### config.mk
export PLATFORM = sky130hd
export DESIGN_NAME = blake_ctrl
export DESIGN_NICKNAME = d
export VERILOG_FILES = /design/src/rtl/blake_ctrl.sv
export SDC_FILE = /design/constraint.sdc
export NUM_CORES = 2
export LEC_CHECK = 0
export ABC_AREA = 1
export BUFFER_PORTS_ARGS = -buffer_cell sky130_fd_sc_hd__buf_2
export CORE_AREA = 3 3 621 623
export CTS_BUF_LIST = sky130_fd_sc_hd__clkbuf_8
export DETAILED_ROUTE_END_ITERATION = 7
export DIE_AREA = 0 0 624 626
export MAX_ROUTING_LAYER = met4
export PLACE_DENSITY = 0.3
export SLEW_MARGIN = 15
export SYNTH_ARGS = -nofsm -noshare
export SYNTH_HDL_FRONTEND = slang
export SYNTH_SLANG_ARGS = --single-unit
### constraint.sdc
create_clock -name clk -period 48.4 [get_ports clk]
set_input_delay 9.68 -clock clk [delete_from_list [all_inputs] [get_ports clk]]
set_output_delay 9.68 -clock clk [all_outputs]
set_load 0.02 [all_outputs]
### src/rtl/blake_ctrl.sv
// Message-stream sequencer for the BLAKE2-style compression unit: pads blocks, tracks t/f,
// drives f_unit and returns the digest. Define BLAKE_CTRL_PERF_EN for blk_cnt/busy_cyc counters.
module blake_ctrl #(
    parameter int W   = 32,
    parameter int BCW = 7
) (
    input  logic              clk,
    input  logic              rst,
    input  logic              msg_valid,
    output logic              msg_ready,
    input  logic [W*16-1:0]   msg_data,
    input  logic              msg_last,
    input  logic [BCW-1:0]    msg_bytes,
    output logic              f_dv,
    input  logic              f_drdy,
    input  logic              f_done,
    output logic [W*16-1:0]   f_m,
    output logic [W*2-1:0]    f_t,
    output logic              f_f,
    input  logic [W*8-1:0]    f_h,
    output logic              dig_valid,
    input  logic              dig_ready,
    output logic [W*8-1:0]    dig_data
`ifdef BLAKE_CTRL_PERF_EN
    ,
    output logic [31:0]       blk_cnt,
    output logic [31:0]       busy_cyc
`endif
);
    localparam int BB = 2 * W;

    typedef enum logic [1:0] {S_IDLE, S_ISSUE, S_RUN, S_OUT} state_t;

    state_t            state_q, state_d;
    logic [W*16-1:0]   m_q, m_d;
    logic [W*2-1:0]    t_q, t_d;
    logic              f_q, f_d;
    logic [W*8-1:0]    h_q, h_d;
    logic [W*16-1:0]   blk;
    int                nb;

    // Valid byte count of the incoming block (clamped to BB) and its zero-padded image.
    always_comb begin
        nb = BB;
        if (msg_last && int'(msg_bytes) < BB) nb = int'(msg_bytes);
        blk = '0;
        for (int k = 0; k < BB; k++)
            blk[8*k +: 8] = (k < nb) ? msg_data[8*k +: 8] : 8'h00;
    end

    always_comb begin
        state_d   = state_q;
        m_d       = m_q;
        t_d       = t_q;
        f_d       = f_q;
        h_d       = h_q;
        msg_ready = (state_q == S_IDLE) && !rst;
        f_dv      = (state_q == S_ISSUE);
        dig_valid = (state_q == S_OUT);
        case (state_q)
            S_IDLE: if (msg_valid) begin
                m_d     = blk;
                t_d     = t_q + (2*W)'(nb);
                f_d     = msg_last;
                state_d = S_ISSUE;
            end
            S_ISSUE: if (f_drdy) state_d = S_RUN;
            S_RUN: if (f_done) begin
                h_d     = f_h;
                state_d = f_q ? S_OUT : S_IDLE;
            end
            S_OUT: if (dig_ready) begin
                t_d     = '0;
                f_d     = 1'b0;
                state_d = S_IDLE;
            end
            default: state_d = S_IDLE;
        endcase
    end

    always_ff @(posedge clk or posedge rst) begin
        if (rst) begin
            state_q <= S_IDLE;
            m_q     <= '0;
            t_q     <= '0;
            f_q     <= 1'b0;
            h_q     <= '0;
        end else begin
            state_q <= state_d;
            m_q     <= m_d;
            t_q     <= t_d;
            f_q     <= f_d;
            h_q     <= h_d;
        end
    end

    // m/t/f only change in IDLE or on the OUT handshake, so they are stable across ISSUE..RUN.
    assign f_m      = m_q;
    assign f_t      = t_q;
    assign f_f      = f_q;
    assign dig_data = h_q;

`ifdef BLAKE_CTRL_PERF_EN
    logic [31:0] blk_cnt_q, blk_cnt_d, busy_cyc_q, busy_cyc_d;

    always_comb begin
        blk_cnt_d  = blk_cnt_q;
        busy_cyc_d = busy_cyc_q;
        if (state_q == S_OUT && dig_ready) begin
            blk_cnt_d  = '0;
            busy_cyc_d = '0;
        end else begin
            if (f_dv && f_drdy && blk_cnt_q != '1) blk_cnt_d = blk_cnt_q + 32'd1;
            if ((state_q == S_ISSUE || state_q == S_RUN) && busy_cyc_q != '1)
                busy_cyc_d = busy_cyc_q + 32'd1;
        end
    end

    always_ff @(posedge clk or posedge rst) begin
        if (rst) begin
            blk_cnt_q  <= '0;
            busy_cyc_q <= '0;
        end else begin
            blk_cnt_q  <= blk_cnt_d;
            busy_cyc_q <= busy_cyc_d;
        end
    end

    assign blk_cnt  = blk_cnt_q;
    assign busy_cyc = busy_cyc_q;
`endif
endmodule

Word-level counts from Yosys, hierarchy flattened

Cells that the tools add are included.

Register bits: 835
Latch bits: 0
Bits in writable memories: 0
ROM bits: 0
Output and inout bits: 836
Memories: 0

Add/sub/neg operators: 1
Multipliers: 0
Div/mod/pow operators: 0
Magnitude comparators: 65
Equality and inequality tests: 7
Shift operators: 0
Muxes and demuxes: 77
Bitwise logic cells: 0
Reduce and logical (&&, ||, !) cells: 9

Operator list:

| operator              | count |
|---|---|
| $lt A7 B32 Y1 const A | 32 |
| $lt A6 B32 Y1 const A | 16 |
| $mux W8               | 64 |
| $lt A5 B32 Y1 const A | 8 |
| $lt A4 B32 Y1 const A | 4 |
| $mux W64              | 2 |
| $pmux W64 S2          | 1 |
| $add A64 B64 Y64      | 1 |
| $lt A3 B32 Y1 const A | 2 |
| $lt A1 B32 Y1 const A | 1 |
| $lt A2 B32 Y1 const A | 1 |
| $mux W2               | 5 |
| $pmux W2 S4           | 1 |
| $lt A7 B7 Y1 const B  | 1 |
| $mux W7               | 1 |
| $eq A2 B2 Y1 const B  | 2 |
| $ne A2 B1 Y1 const B  | 2 |
| $ne A2 B2 Y1 const B  | 2 |
| $reduce_and A2 Y1     | 2 |
| $reduce_and A4 Y1     | 1 |
| $reduce_and A3 Y1     | 1 |
| $eq A2 B1 Y1 const B  | 1 |
| $logic_and A1 B1 Y1   | 2 |
| $logic_not A2 Y1      | 1 |
| other kinds (4)       | 5 |

Depth between registers and ports, before layout

Depth in word-level cells: 6
Depth in mapped cells: 21
Gate-level depth less buffers: 19

Worst setup path after synthesis

Ideal clock, no wire load.

Path type: input to output
Start: input rst
End: output msg_ready
Arrival: 9.973 ns
Required time: 38.720 ns
Path slack: 28.747 ns
Stages: 1
Cell sequence: nor2_1

Word-level cells in the longest chain between the ends: 2

RTL lines:

| item                              | RTL line | source |
|---|---|---|
| start, declared                   | 8        | `input logic rst,` |
| $logic_not A1 Y1 (no source line) | n/a      |  |
| $logic_and A1 B1 Y1               | 57       | `msg_ready = (state_q == S_IDLE) && !rst;` |
| end, declared                     | 10       | `output logic msg_ready,` |

No other way between the ends.

Final worst setup path

Ends and elaborated chain as after synthesis.

==> impl_metrics.py <==
metrics = {
    "timing": {
        "fmax_mhz": 50.5,
        "worst_slack_ns": 28.58,
        "hold_viol": 0,
        "fin_crit_ns": 19.82,
        "skew_ns": 0.0983,
        "whs_ns": 0.471,
        "max_slew_margin": 0.186,
        "finalMaxSlewViolations": 0,
        "tns_ns": 0,
        "tightest_slew_ns": 1.22,
        "post-route-period-util": 0.409,
        "rsz0062_at_grt": "no",
        "finalSetupViolCount": 0,
    },
    "setup_path": {
        "cpPeakStageDelay_ns": 0.20,
        "cp_max_fo": 2,
        "start_kind": "primary input",
        "critical_path_buf_inv_count": 2,
        "crit_path_cell_trace": "buf_2 > nor2_1 > buf_2",
        "critPathArrivalTime_ns": 10.14,
        "criticalPathCategory": "primary input to primary output",
        "worstPathRequired_ns": 38.72,
        "cp_common_cell": "buf_2",
        "critPathSlowestCell": "buf_2",
        "critPathCaptureType": "primary output",
        "crit_family": "buffers and inverters",
    },
    "clock_network": {
        "clockRootBuffer": "clkbuf_8",
        "worstSkewPairLatency_ns": 0.95,
        "cts_resized": 0,
        "post_cts_buffers": 0,
        "clk_pin_slew_ns": 0.05,
        "clock_tree.buffer_depth": 4,
        "hold_buffers": 0,
        "htreeDepth": 4,
        "cts_tree": "built",
        "cts_made_buffers": 186,
        "cts.sinks": 835,
    },
    "route": {
        "ant_nets": 0,
        "wl_mm": 309,
        "first_pass_iters": 6,
        "via_count": 35300,
        "viasPerCell": 3.34,
        "drc": 0,
        "drt-initial-drc-count": 2468,
        "wl_per_cell_um": 29.3,
    },
    "yosys": {
        "yosysSeqAreaShare": 0.602,
        "synthFlopType": "dfrtp_1",
        "synth_area_per_cell_um2": 9.69,
        "postSynthCellCount": 3583,
        "yosys.area.top_type": "dfrtp_1",
        "synth_area_leaders": "dfrtp_1, nand2_1, mux2_2, nand3_1, inv_1",
        "synth_seq_cells": 835,
        "synth_top_area_frac": 0.602,
        "synth_most_common_cell": "nand2_1",
        "synthTopCellsByCount": "nand2_1, dfrtp_1, nand3_1",
        "ys_types": 41,
        "synthArstFlopShare": 1.00,
        "ys_warn_count": 0,
        "synthesis.nets": 4369,
        "synth_edf_count": 0,
        "syn_area_mm2": 0.0347,
    },
    "floorplanning": {
        "placementRows": 227,
        "die-area_mm2": 0.391,
        "start_util": 0.0910,
        "die_h_um": 626,
        "io_pins": 1618,
        "core_area_mm2": 0.381,
        "die_w_um": 624,
    },
    "place": {
        "placed_cell_area_mm2": 0.0488,
        "port-buffer-count": 1617,
        "gp_congestion": 0.912,
        "dp_slack_ns": 28.56,
        "dp_hpwl_mm": 263,
    },
    "cells_and_area": {
        "final_nets": 6048,
        "synthToLayoutAreaGrowth_pct": 52.6,
        "drive_gt1_frac": 0.421,
        "n_fill_cell": 43800,
        "final_cell_area_mm2": 0.0530,
    },
    "global_routing": {
        "antenna_found_initial": 271,
        "grt_max_degree": 132,
        "grt-ovfl-total": 0,
        "grt_use_total": 0.157,
        "grt_pass1_vias": 35500,
        "grt_pass1_wl_mm": 390,
    },
    "pwr": {
        "peakVddDrop_mv": 0.0290,
        "power_density_mw_per_mm2": 68.8,
        "p_leak_nw": 26.7,
    },
    "run_status": {
        "status": "complete, no violations",
    },
    "flow_run": {
        "maxCapViolations": 0,
    },
    "hold_path": {
        "hp-class": "flop to flop",
    },
}
-- layer usage --
metal | wire length, um | global-route usage
met1 | 118000 | 0.173
met2 | 147000 | 0.255
met3 | 33000 | 0.0663
met4 | 11500 | 0.0469
met5 | 0 | -
-- cell type report --
| type | count | area [um2] | share of cell area |
|---|---|---|---|
| Clock buffer | 232 | 3190 | 0.0603 |
| Clock inverter | 84 | 643 | 0.0121 |
| Inverter | 155 | 599 | 0.0113 |
| Tap cell | 5038 | 6300 | 0.119 |
| Antenna cell | 130 | 325 | 0.00614 |
| Multi-Input combinational cell | 2424 | 12600 | 0.237 |
| Timing Repair Buffer | 1660 | 8440 | 0.159 |
| Sequential cell | 835 | 20900 | 0.394 |
-- flip-flops by register name, summed over array words and instances, names as in the netlist --
register  cells
f_t          64
state_q       2
dig_data    256
f_m         512
f_f           1
-- path summary, 6_finish.rpt --
kind	start	endpoint	slack, ns	depth (start not counted)
min in group asynchronous	rst	f_m[186]$_DFFE_PP0P_	8.82	2
setup / recovery	rst	msg_ready	28.58	3
setup reg to reg	state_q[1]$_DFFE_PP0P_	f_m[32]$_DFFE_PP0P_	42.63	9
max in group asynchronous	rst	f_m[471]$_DFFE_PP0P_	34.60	8
hold / removal	f_m[141]$_DFFE_PP0P_	f_m[141]$_DFFE_PP0P_	0.47	2
hold reg to reg	f_m[141]$_DFFE_PP0P_	f_m[141]$_DFFE_PP0P_	0.47	2
-- per-stage QoR --
stage,std cells,total power [mW],utilization
5_1_grt,10500,3.89,0.139
2_1_floorplan,3583,1.97,-
4_1_cts,10400,3.75,0.138
3_3_place_gp,10100,2.85,0.128
3_5_place_dp,10100,2.85,0.128
6_report,10600,3.64,0.139
-- kinds of logic (layout without fill, tap and decap cells) --
logic type      after synthesis  count (layout)  share of synthesized area
compound gates              143             143                     0.0275
fa+ha+maj                     4               4                    0.00144
other cells                   0             130                          0
xor+xnor                      8               8                    0.00202
buf+inv                     324            2131                     0.0374
flops                       835             835                      0.602
mux                         256             256                     0.0831
simple gates               2013            2013                      0.247
-- layout by cell type (no fill, tap or decap), types with 11 or more instances in the layout --
cell,count
inv_1,183
nand2_1,1236
buf_2,1617
clkinv_2,19
a21oi_1,22
diode_2,130
dfrtp_1,835
nor2_1,128
nand3_1,533
a21oi_4,11
buf_4,41
nor3_1,26
nand4_1,52
inv_2,13
clkbuf_8,232
o21ai_0,66
mux2_2,256
-- worst reg2reg max path, stage by stage (launching register included) --
cell,delay (ns)
dfrtp_1,0.47
nor2_1,0.13
nand2_4,0.57
buf_4,0.75
buf_4,0.85
buf_4,0.86
buf_4,0.93
buf_4,0.84
nand2_1,0.19
nand2_1,0.10
-- where the power goes --
group / switching [mW] / leakage [nW] / total [mW] / internal (mW)
sequential: 0.192 / 10.4 / 1.20 / 1.00
combinational: 1.13 / 14.1 / 1.59 / 0.452
clock: 0.388 / 2.15 / 0.862 / 0.474
Note: power is estimated with default switching activity, not from simulation.
